[src/rtl/rx_word_timer_pkg.sv]
// Shared constants, rate table and FSM states for rx_word_timer.
// Optional spacing check: RX_WORD_TIMER_SPACING_CHECK_EN.
package rx_word_timer_pkg;

    localparam logic [1:0] RATE_100K = 2'b00;
    localparam logic [1:0] RATE_50K  = 2'b01;
    localparam logic [1:0] RATE_12K5 = 2'b10;

    localparam int HZ_100K = 100_000;
    localparam int HZ_50K  = 50_000;
    localparam int HZ_12K5 = 12_500;

    localparam int ERR_COUNT   = 0;
    localparam int ERR_BOTH    = 1;
    localparam int ERR_SPACING = 2;

    typedef enum logic [1:0] {
        IDLE = 2'd0,
        WORD = 2'd1,
        END  = 2'd2
    } state_t;

    // Codes 10 and 11 both select the slowest rate.
    function automatic logic [1:0] rate_norm(input logic [1:0] sel);
        return sel[1] ? RATE_12K5 : sel;
    endfunction

    function automatic int rate_hz(input logic [1:0] sel);
        case (rate_norm(sel))
            RATE_100K: return HZ_100K;
            RATE_50K:  return HZ_50K;
            default:   return HZ_12K5;
        endcase
    endfunction

endpackage

[src/rtl/rx_word_timer_if.sv]
// Line-side and result bundle of rx_word_timer.
// master = environment, slave = receiver timer.
interface rx_word_timer_if;
    logic [1:0] rate_sel;
    logic       rxp;
    logic       rxn;
    logic       ce;
    logic       word_end;
    logic [7:0] n_pulses;
    logic       err;
    logic [2:0] err_code;
    logic       busy;

    modport master (
        output rate_sel, rxp, rxn,
        input  ce, word_end, n_pulses, err, err_code, busy
    );

    modport slave (
        input  rate_sel, rxp, rxn,
        output ce, word_end, n_pulses, err, err_code, busy
    );
endinterface

[src/rtl/rx_ce_gen.sv]
// Sampling-enable divider with a rate latch that only follows
// rate_sel while the receiver is idle.
module rx_ce_gen
    import rx_word_timer_pkg::*;
#(
    parameter int CLK_HZ = 50_000_000,
    parameter int NP     = 100
) (
    input  logic       clk,
    input  logic       rst_n,
    input  logic [1:0] rate_sel_i,
    input  logic       idle_i,
    output logic       ce_o
);

    localparam int DIV_FAST = CLK_HZ / (rate_hz(RATE_100K) * NP);
    localparam int DIV_MID  = CLK_HZ / (rate_hz(RATE_50K) * NP);
    localparam int DIV_SLOW = CLK_HZ / (rate_hz(RATE_12K5) * NP);
    localparam int CW = (DIV_SLOW > 1) ? $clog2(DIV_SLOW) : 1;

    logic [1:0]    rate_q, rate_d;
    logic [CW-1:0] cnt_q, cnt_d;
    logic          ce_q, ce_d;
    logic [CW-1:0] last;

    // Terminal count for the latched rate.
    always_comb begin
        last = CW'(DIV_SLOW - 1);
        case (rate_q)
            RATE_100K: last = CW'(DIV_FAST - 1);
            RATE_50K:  last = CW'(DIV_MID - 1);
            default:   last = CW'(DIV_SLOW - 1);
        endcase
    end

    // Latch a new rate in idle and restart; otherwise count and tick.
    always_comb begin
        rate_d = rate_q;
        cnt_d  = cnt_q;
        ce_d   = 1'b0;
        if (idle_i && (rate_norm(rate_sel_i) != rate_q)) begin
            rate_d = rate_norm(rate_sel_i);
            cnt_d  = '0;
        end else if (cnt_q == last) begin
            cnt_d = '0;
            ce_d  = 1'b1;
        end else begin
            cnt_d = cnt_q + 1'b1;
        end
    end

    // Divider state.
    always_ff @(posedge clk or negedge rst_n) begin
        if (!rst_n) begin
            rate_q <= RATE_100K;
            cnt_q  <= '0;
            ce_q   <= 1'b0;
        end else begin
            rate_q <= rate_d;
            cnt_q  <= cnt_d;
            ce_q   <= ce_d;
        end
    end

    assign ce_o = ce_q;

endmodule

[src/rtl/rx_word_timer.sv]
// Bipolar-line word receiver timer: gap-delimited pulse counting.
// Spacing check compiled in with RX_WORD_TIMER_SPACING_CHECK_EN.
module rx_word_timer
    import rx_word_timer_pkg::*;
#(
    parameter int CLK_HZ    = 50_000_000,
    parameter int NP        = 100,
    parameter int WORD_BITS = 32,
    parameter int GAP_BITS  = 3,
    parameter int TOL       = 10
) (
    input logic           clk,
    input logic           rst_n,
    rx_word_timer_if.slave bus
);

    localparam int GAP_LAST = GAP_BITS * NP - 1;
    localparam int GW = (GAP_LAST > 1) ? $clog2(GAP_LAST + 1) : 1;

    state_t        state_q, state_d;
    logic          ce;
    logic [1:0]    sync1_q, sync2_q, smp_q;
    logic [1:0]    rise;
    logic          edge_hit, both_hi, sp_bad, wend;
    logic [7:0]    cnt_q, cnt_d;
    logic [GW-1:0] gap_q, gap_d;
    logic          both_q, both_d;
    logic          sperr_q, sperr_d;
    logic [7:0]    npul_q, npul_d;
    logic [2:0]    code_q, code_d;
    logic          err_q, err_d;

    rx_ce_gen #(
        .CLK_HZ(CLK_HZ),
        .NP    (NP)
    ) u_ce (
        .clk       (clk),
        .rst_n     (rst_n),
        .rate_sel_i(bus.rate_sel),
        .idle_i    (state_q == IDLE),
        .ce_o      (ce)
    );

    // Two-flop synchronisers, then sample on each tick.
    always_ff @(posedge clk or negedge rst_n) begin
        if (!rst_n) begin
            sync1_q <= '0;
            sync2_q <= '0;
            smp_q   <= '0;
        end else begin
            sync1_q <= {bus.rxn, bus.rxp};
            sync2_q <= sync1_q;
            if (ce) smp_q <= sync2_q;
        end
    end

    assign rise     = ce ? (sync2_q & ~smp_q) : 2'b00;
    assign edge_hit = |rise;
    assign both_hi  = ce & (&sync2_q);

`ifdef RX_WORD_TIMER_SPACING_CHECK_EN
    localparam int IW = $clog2(NP + TOL + 1);
    localparam logic [IW-1:0] IV_LO  = IW'(NP - TOL - 1);
    localparam logic [IW-1:0] IV_HI  = IW'(NP + TOL - 1);
    localparam logic [IW-1:0] IV_MAX = IW'(NP + TOL);

    logic [IW-1:0] iv_q, iv_d;

    // Ticks since the previous edge, saturating just past the window.
    always_comb begin
        iv_d = iv_q;
        if (ce && edge_hit) begin
            iv_d = '0;
        end else if (ce && (state_q == WORD) && (iv_q != IV_MAX)) begin
            iv_d = iv_q + 1'b1;
        end
    end

    // Interval register.
    always_ff @(posedge clk or negedge rst_n) begin
        if (!rst_n) iv_q <= '0;
        else        iv_q <= iv_d;
    end

    assign sp_bad = (iv_q < IV_LO) || (iv_q > IV_HI);
`else
    assign sp_bad = 1'b0;
`endif

    // Word FSM: advances only on ticks.
    always_comb begin
        state_d = state_q;
        cnt_d   = cnt_q;
        gap_d   = gap_q;
        both_d  = both_q;
        sperr_d = sperr_q;
        npul_d  = npul_q;
        code_d  = code_q;
        err_d   = err_q;
        wend    = 1'b0;
        if (ce) begin
            unique case (state_q)
                IDLE: begin
                    if (edge_hit) begin
                        cnt_d   = 8'd1;
                        gap_d   = '0;
                        both_d  = both_hi;
                        sperr_d = 1'b0;
                        state_d = WORD;
                    end
                end
                WORD: begin
                    if (both_hi) both_d = 1'b1;
                    if (edge_hit) begin
                        if (cnt_q != 8'hFF) cnt_d = cnt_q + 1'b1;
                        gap_d = '0;
                        if (sp_bad) sperr_d = 1'b1;
                    end else begin
                        gap_d = gap_q + 1'b1;
                        if (gap_q == GW'(GAP_LAST - 1)) state_d = END;
                    end
                end
                END: begin
                    npul_d = cnt_q;
                    code_d[ERR_COUNT]   = (cnt_q != 8'(WORD_BITS));
                    code_d[ERR_BOTH]    = both_q;
                    code_d[ERR_SPACING] = sperr_q;
                    err_d   = |code_d;
                    wend    = 1'b1;
                    state_d = IDLE;
                end
                default: state_d = IDLE;
            endcase
        end
    end

    // FSM and result registers.
    always_ff @(posedge clk or negedge rst_n) begin
        if (!rst_n) begin
            state_q <= IDLE;
            cnt_q   <= '0;
            gap_q   <= '0;
            both_q  <= 1'b0;
            sperr_q <= 1'b0;
            npul_q  <= '0;
            code_q  <= '0;
            err_q   <= 1'b0;
        end else begin
            state_q <= state_d;
            cnt_q   <= cnt_d;
            gap_q   <= gap_d;
            both_q  <= both_d;
            sperr_q <= sperr_d;
            npul_q  <= npul_d;
            code_q  <= code_d;
            err_q   <= err_d;
        end
    end

    assign bus.ce       = ce;
    assign bus.word_end = wend;
    assign bus.n_pulses = npul_q;
    assign bus.err      = err_q;
    assign bus.err_code = code_q;
    assign bus.busy     = (state_q != IDLE);

endmodule

[src/flat_wrapper.sv]
// flat-port wrapper written by rule: the top's interface ports become plain ports
module rx_word_timer_flat import rx_word_timer_pkg::*;
#(
    parameter int CLK_HZ    = 50_000_000,
    parameter int NP        = 100,
    parameter int WORD_BITS = 32,
    parameter int GAP_BITS  = 3,
    parameter int TOL       = 10
)
  (clk, rst_n, bus_rate_sel, bus_rxp, bus_rxn, bus_ce, bus_word_end, bus_n_pulses, bus_err, bus_err_code, bus_busy);
  rx_word_timer_if bus_i ();
  input logic clk;
  input logic rst_n;
  input wire logic [$bits(bus_i.rate_sel)-1:0] bus_rate_sel;
  input wire logic [$bits(bus_i.rxp)-1:0] bus_rxp;
  input wire logic [$bits(bus_i.rxn)-1:0] bus_rxn;
  output wire logic [$bits(bus_i.ce)-1:0] bus_ce;
  output wire logic [$bits(bus_i.word_end)-1:0] bus_word_end;
  output wire logic [$bits(bus_i.n_pulses)-1:0] bus_n_pulses;
  output wire logic [$bits(bus_i.err)-1:0] bus_err;
  output wire logic [$bits(bus_i.err_code)-1:0] bus_err_code;
  output wire logic [$bits(bus_i.busy)-1:0] bus_busy;
  assign bus_i.rate_sel = bus_rate_sel;
  assign bus_i.rxp = bus_rxp;
  assign bus_i.rxn = bus_rxn;
  assign bus_ce = bus_i.ce;
  assign bus_word_end = bus_i.word_end;
  assign bus_n_pulses = bus_i.n_pulses;
  assign bus_err = bus_i.err;
  assign bus_err_code = bus_i.err_code;
  assign bus_busy = bus_i.busy;
  rx_word_timer #(.CLK_HZ(CLK_HZ), .NP(NP), .WORD_BITS(WORD_BITS), .GAP_BITS(GAP_BITS), .TOL(TOL)) u_core (.clk(clk), .rst_n(rst_n), .bus(bus_i));
endmodule
[config.mk]
export PLATFORM = sky130hd
export DESIGN_NAME = rx_word_timer_flat
export DESIGN_NICKNAME = d
export VERILOG_FILES = /design/src/rtl/rx_word_timer_pkg.sv /design/src/rtl/rx_word_timer_if.sv /design/src/rtl/rx_ce_gen.sv /design/src/rtl/rx_word_timer.sv /design/src/flat_wrapper.sv
export SDC_FILE = /design/constraint.sdc
export NUM_CORES = 1
export LEC_CHECK = 0
export BUFFER_PORTS_ARGS = -buffer_cell sky130_fd_sc_hd__buf_4
export CAP_MARGIN = 20
export CORE_MARGIN = 10
export CORE_UTILIZATION = 35
export DETAILED_ROUTE_END_ITERATION = 7
export GPL_TIMING_DRIVEN = 0
export SYNTH_ARGS = -nofsm -noshare
export SYNTH_HDL_FRONTEND = slang
export SYNTH_SLANG_ARGS = --single-unit
[constraint.sdc]
create_clock -name clk -period 1.67 [get_ports clk]
set_clock_uncertainty 0.2 [all_clocks]
set_input_delay 0.2505 -clock clk [delete_from_list [all_inputs] [get_ports clk]]
set_output_delay 0.2505 -clock clk [all_outputs]
set_load 0.005 [all_outputs]
# [Yosys cells after proc, flatten, opt, wreduce, memory -nomap -nowiden]
# Cells that the tools add are included.
[word_totals] input_bits=6 out_inout_bits=15 register_bits=46 word_cells=69
[op_classes] addsub=3 mux=23 n_reduce_logical=13 n_eq_ne=14 bitwise_logic=3
[ops] operator="$mux 8" count=3
[ops] operator="$mux 9" count=2
[ops] operator="$pmux 9 s2" count=1
[ops] operator="$pmux 8 s2" count=1
[ops] operator="$mux 6" count=2
[ops] operator="$pmux 6 s2" count=1
[ops] operator="$mux 2" count=5
[ops] operator="$ne 2x1->1 const B" count=5
[ops] operator="$add 9x1->9 const B" count=1
[ops] operator="$eq 9x9->1 const B" count=1
[ops] operator="$add 8x1->8 const B" count=1
[ops] operator="$ne 8x6->1 const B" count=1
[ops] operator="$ne 8x8->1 const B" count=1
[ops] operator="$reduce_and 4->1" count=2
[ops] operator="$add 6x1->6 const B" count=1
[ops] operator="$eq 6x6->1" count=1
[ops] operator="$mux 1" count=6
[ops] operator="$reduce_and 5->1" count=1
[ops] operator="$eq 2x1->1 const B" count=2
[ops] operator="$logic_not 2->1" count=2
[ops] operator="$pmux 2 s2" count=1
[ops] operator="$reduce_and 2->1" count=2
[ops] operator="$reduce_bool 2->1" count=2
[ops] operator="$reduce_or 2->1" count=2
[ops] operator="other kinds (9)" count=9

# [Depth between registers and ports, before layout]
[logic_depth] ltp_word=6 mapped_depth=7 mapped_depth_nobuf=5

# [By module]
# From an unflattened synthesis, not the netlist that was laid out.
[hier_totals] cells_unflattened=215 area_unflattened_um2=2317.2
[by_module_without_submodules] mod="rx_word_timer" instances=1 seq_area_each_um2=925.9 area_each_um2=1859.3 cells_each=170
[by_module_without_submodules] mod="rx_ce_gen" instances=1 seq_area_each_um2=225.2 area_each_um2=457.9 cells_each=45

# [Worst setup path before layout]
# No wires, ideal clock.
[synth_timing] path_kind="register to register" startpoint="reg u_core.cnt_q[0]" endpoint="reg u_core.cnt_q[7]" required_time_ns=1.344 arrival_time_ns=1.499 period_less_slack_ns=1.825 path_slack_ns=-0.155 n_path_buf=0 setup_time_ns=0.126 path_stages_with_launch=6 path_cell_list="dfrtp_1 ha_1 nand3_1 nor3_2 or3_4 a221o_1"
[synth_between] elab_chain_len=4 word_cells_on_any_way=7 cone_classes="1 x add/sub; 2 x eq/ne; 3 x mux; 1 x reduce/logical"
[synth_lines] element="start: declaration" line_no="rx_word_timer.sv:25" text="logic [7:0] cnt_q, cnt_d;"
[synth_lines] element="start signal: assignment" line_no="rx_word_timer.sv:150" text="cnt_q <= cnt_d;"
[synth_lines] element="$add 8x1->8" line_no="rx_word_timer.sv:115" text="if (cnt_q != 8'hFF) cnt_d = cnt_q + 1'b1;"
[synth_lines] element="$mux 8" line_no="rx_word_timer.sv:115"
[synth_lines] element="$mux 8" line_no="rx_word_timer.sv:114" text="if (edge_hit) begin"
[synth_lines] element="$pmux 8 s2" line_no="rx_word_timer.sv:102" text="unique case (state_q)"
# Several ways; a longest one is shown, not always the timed one. The select of a mux whose other input is x is not followed.
# A chain may end at the register's enable or synchronous reset.

# [Worst setup path after layout]
# Ends and elaborated chain as after synthesis.

==> flow_summary.ini <==
[synthesis]
ys_seq_area_share_pct = 50.6
synth_top_area_share_pct = 50.6
synth_ff_type = dfrtp_1
synth_nets = 233
yosysWarningCount = 0
yosysUniqueCellTypes = 43
netlist_area_um2 = 2270
synth-seq-cells = 46
synthArstFlopShare_pct = 100
netlist_instances = 222
synth_area_leaders = dfrtp_1 51%, mux2_2 5.0%, o21ai_0 4.2%
avgSynthCellArea_um2 = 10.2
synth_top_area_cell = dfrtp_1
synth-edff-count = 0

[finish]
most-common-layout-cells = 41 x dfrtp_1, 39 x buf_4, 17 x nor2_1, 14 x nand2_1, 14 x o21ai_0
drive_above_1_share_pct = 38.3
final_common_cell = dfrtp_1
nets = 279
finalInstanceArea_um2 = 3040
n_antenna_cell = 0
fill_cells = 592
post-route-util_pct = 48.1
area_growth_pct = 33.7

[sta]
hold_viol_final = 0
setup_viol_count_final = 9
rsz0062_at_grt = yes
min_period_over_period_pct = 111
tightestPinTransition_ns = 0.587
setup_ws_ns = -0.182
finalCriticalPeriod_ns = 1.85
drv_slew = 0
slew_headroom_pct = 60.9
timing.fmax_mhz = 540

[critical_path]
r2r_cells = 6
critical_path_class = flop to flop
cp_max_fo = 3
endpoint_kind = flop
worstSetupEndpoint = u_core.cnt_q[7]
r2r_setup_slack_ns = -0.18
required_ns = 1.67
cp-start-kind = flop
timing.rr.end = u_core.cnt_q[7]
r2r_start = u_core.cnt_q[0]
crit_arrival_ns = 1.85
crit_start = u_core.cnt_q[0]

[pwr]
clockPowerShare_pct = 36.5
switchingPower_mw = 0.486
total_power_mw = 2.00
ir_drop_uv = 503
power.leakage_nw = 1.30
powerDensity_nw_per_um2 = 659
pwr-share-comb_pct = 6.5
share_seq_of_total_power_pct = 57.0
swShare_pct = 24.3
internal_power_mw = 1.52

[global_routing]
grt_pass1_vias = 1796
antenna_found_initial = 0
grt_max_degree = 47
overflow = 0
grt_pass1_wl_um = 8600
grt_usage_pct = 10.2

[clocking]
cts_tree = built
clock_insertion_delay_worst_skew_ns = 0.30
htree_levels = 2
path_clk_slew_ns = 0.09
cts.sinks = 46
cts_buffers = 5
cts_root_buf = clkbuf_8
clk_path_buf_depth = 2

[run_status]
status = finished, violations left
violations = setup timing

[place]
pre_cts_slack_ns = -0.230
place_area_um2 = 2540
place_congestion = 0.819
numPortBuffers = 19
hpwl_um = 3360

[floorplan]
die-width_um = 101
coreArea_um2 = 6310
dieHeight_um = 101
io-pin-count = 21
row_count = 29
die_area_um2 = 10100
start_util_pct = 36.0

[route]
first_pass_iters = 4
via_per_inst = 5.25
drt_wl_total_um = 5170
dr_total_vias = 1816
wl_per_cell_um = 14.9
drc = 0
drtAntennaViolNets = 0
drt_iter0_markers = 93

[flow_run]
drv_cap = 0

[min_path]
hold_path.class = input port to flop
critical path, cell delays in order, from the launching register on:
cell and delay (ns):
dfrtp_2 0.43, buf_12 0.13, ha_4 0.16, nand3_4 0.09, nor3_4 0.04, or3_4 0.38
a221o_1 0.31
per-stage QoR:
stage	TNS (ns)	cells	hold slack, ns
3_3_place_gp	-2.42	318	0.0978
4_1_cts	-1.04	333	0.0482
2_1_floorplan	-0.116	222	-0.245
6_report	-0.800	346	0.0638
3_5_place_dp	-2.79	318	0.0967
5_1_grt	-1.58	346	0.0785
flip-flops by register name (all words and copies together), names as in the netlist:
name,cells
u_core.smp_q,2
u_core.both_q,1
u_core.cnt_q,8
u_core.gap_q,9
u_core.bus.n_pulses,8
u_core.u_ce.ce_o,1
u_core.u_ce.cnt_q,6
u_core.sync1_q,2
u_core.bus.err,1
u_core.bus.err_code,2
u_core.sync2_q,2
u_core.u_ce.rate_q,2
u_core.state_q,2
worst min-delay path by stage:
stage	start	end	slack (ns)	cells past startpoint
2_1_floorplan	rst_n	u_core.both_q	-0.25	0
3_3_place_gp	rst_n	u_core.u_ce.cnt_q[2]	0.1	1
3_5_place_dp	rst_n	u_core.u_ce.cnt_q[3]	0.1	1
4_1_cts	bus_rate_sel[0]	u_core.u_ce.rate_q[0]	0.05	3
5_1_grt	bus_rate_sel[0]	u_core.u_ce.rate_q[0]	0.08	3
6_report	bus_rate_sel[0]	u_core.u_ce.rate_q[0]	0.06	3
per-layer routing:
layer | global-route usage [%] | part of all wire [%] | vias up
met5 | 0 | 0 | -
met4 | 3.26 | 1.2 | 0
met3 | 2.61 | 3.2 | 7
met2 | 16.1 | 48 | 19
met1 | 13.3 | 47 | 897
li1 | - | - | 893
area by class of cell:
| type | instances | area [um2] | area share (%) |
|---|---|---|---|
| plain buffers | 9 | 75.1 | 2.47 |
| clock buffers | 6 | 82.6 | 2.72 |
| clock inverters | 2 | 12.5 | 0.412 |
| inverters | 7 | 33.8 | 1.11 |
| multi-input cells | 157 | 1240 | 40.7 |
| flip-flops and latches | 46 | 1160 | 38.1 |
| well taps | 77 | 96.3 | 3.17 |
| repair buffers | 42 | 345 | 11.4 |
cells by family (layout without fill, tap and decap cells):
| logic type | count (synthesis) | count (layout) | synth area share (%) |
|---|---|---|---|
| buffers and inverters | 19 | 66 | 4.07 |
| xor gates and xnor gates | 4 | 4 | 1.54 |
| AOI/OAI and AO/OA | 47 | 47 | 13.6 |
| DFF | 46 | 46 | 50.6 |
| adders and majority gates | 5 | 5 | 2.75 |
| and+or+nand+nor | 87 | 87 | 20.9 |
| other | 1 | 1 | 0.165 |
| muxes | 13 | 13 | 6.27 |
cell usage after synthesis (2+ instances only):
cell	instances
xnor2_1	2
nor3b_1	3
inv_1	7
nand2_1	16
and3_1	3
o41ai_1	5
xor2_1	2
ha_1	5
o21ai_0	19
a21oi_1	3
nor2_1	17
or2_1	2
nor4b_1	3
nand4_1	5
a31oi_1	2
nand3_1	10
clkbuf_1	3
buf_4	4
mux2i_1	3
nor2b_1	5
a22o_1	3
mux2_2	10
nor3_1	8
and4b_1	2
o31ai_1	7
dfrtp_1	46
o22ai_1	2
nand2b_1	6
buf_2	5
power by group through the flow:
stage          Clock [mW]  Sequential [mW]  Combinational (mW)
2_1_floorplan           0             1.16              0.0548
3_3_place_gp            0             1.16               0.100
3_5_place_dp            0             1.16               0.100
4_1_cts             0.749             1.14               0.124
5_1_grt             0.807             1.14               0.148
6_report            0.731             1.14               0.131
repair_timing:
action	4_1_cts	5_1_grt
setup endpoints to repair	23	31
gates resized for setup	26	32
hold buffers	4	0
pin swaps	5	11
hold endpoints to repair	49	0
buffers inserted	6	13
(Power assumes the default switching activity.)
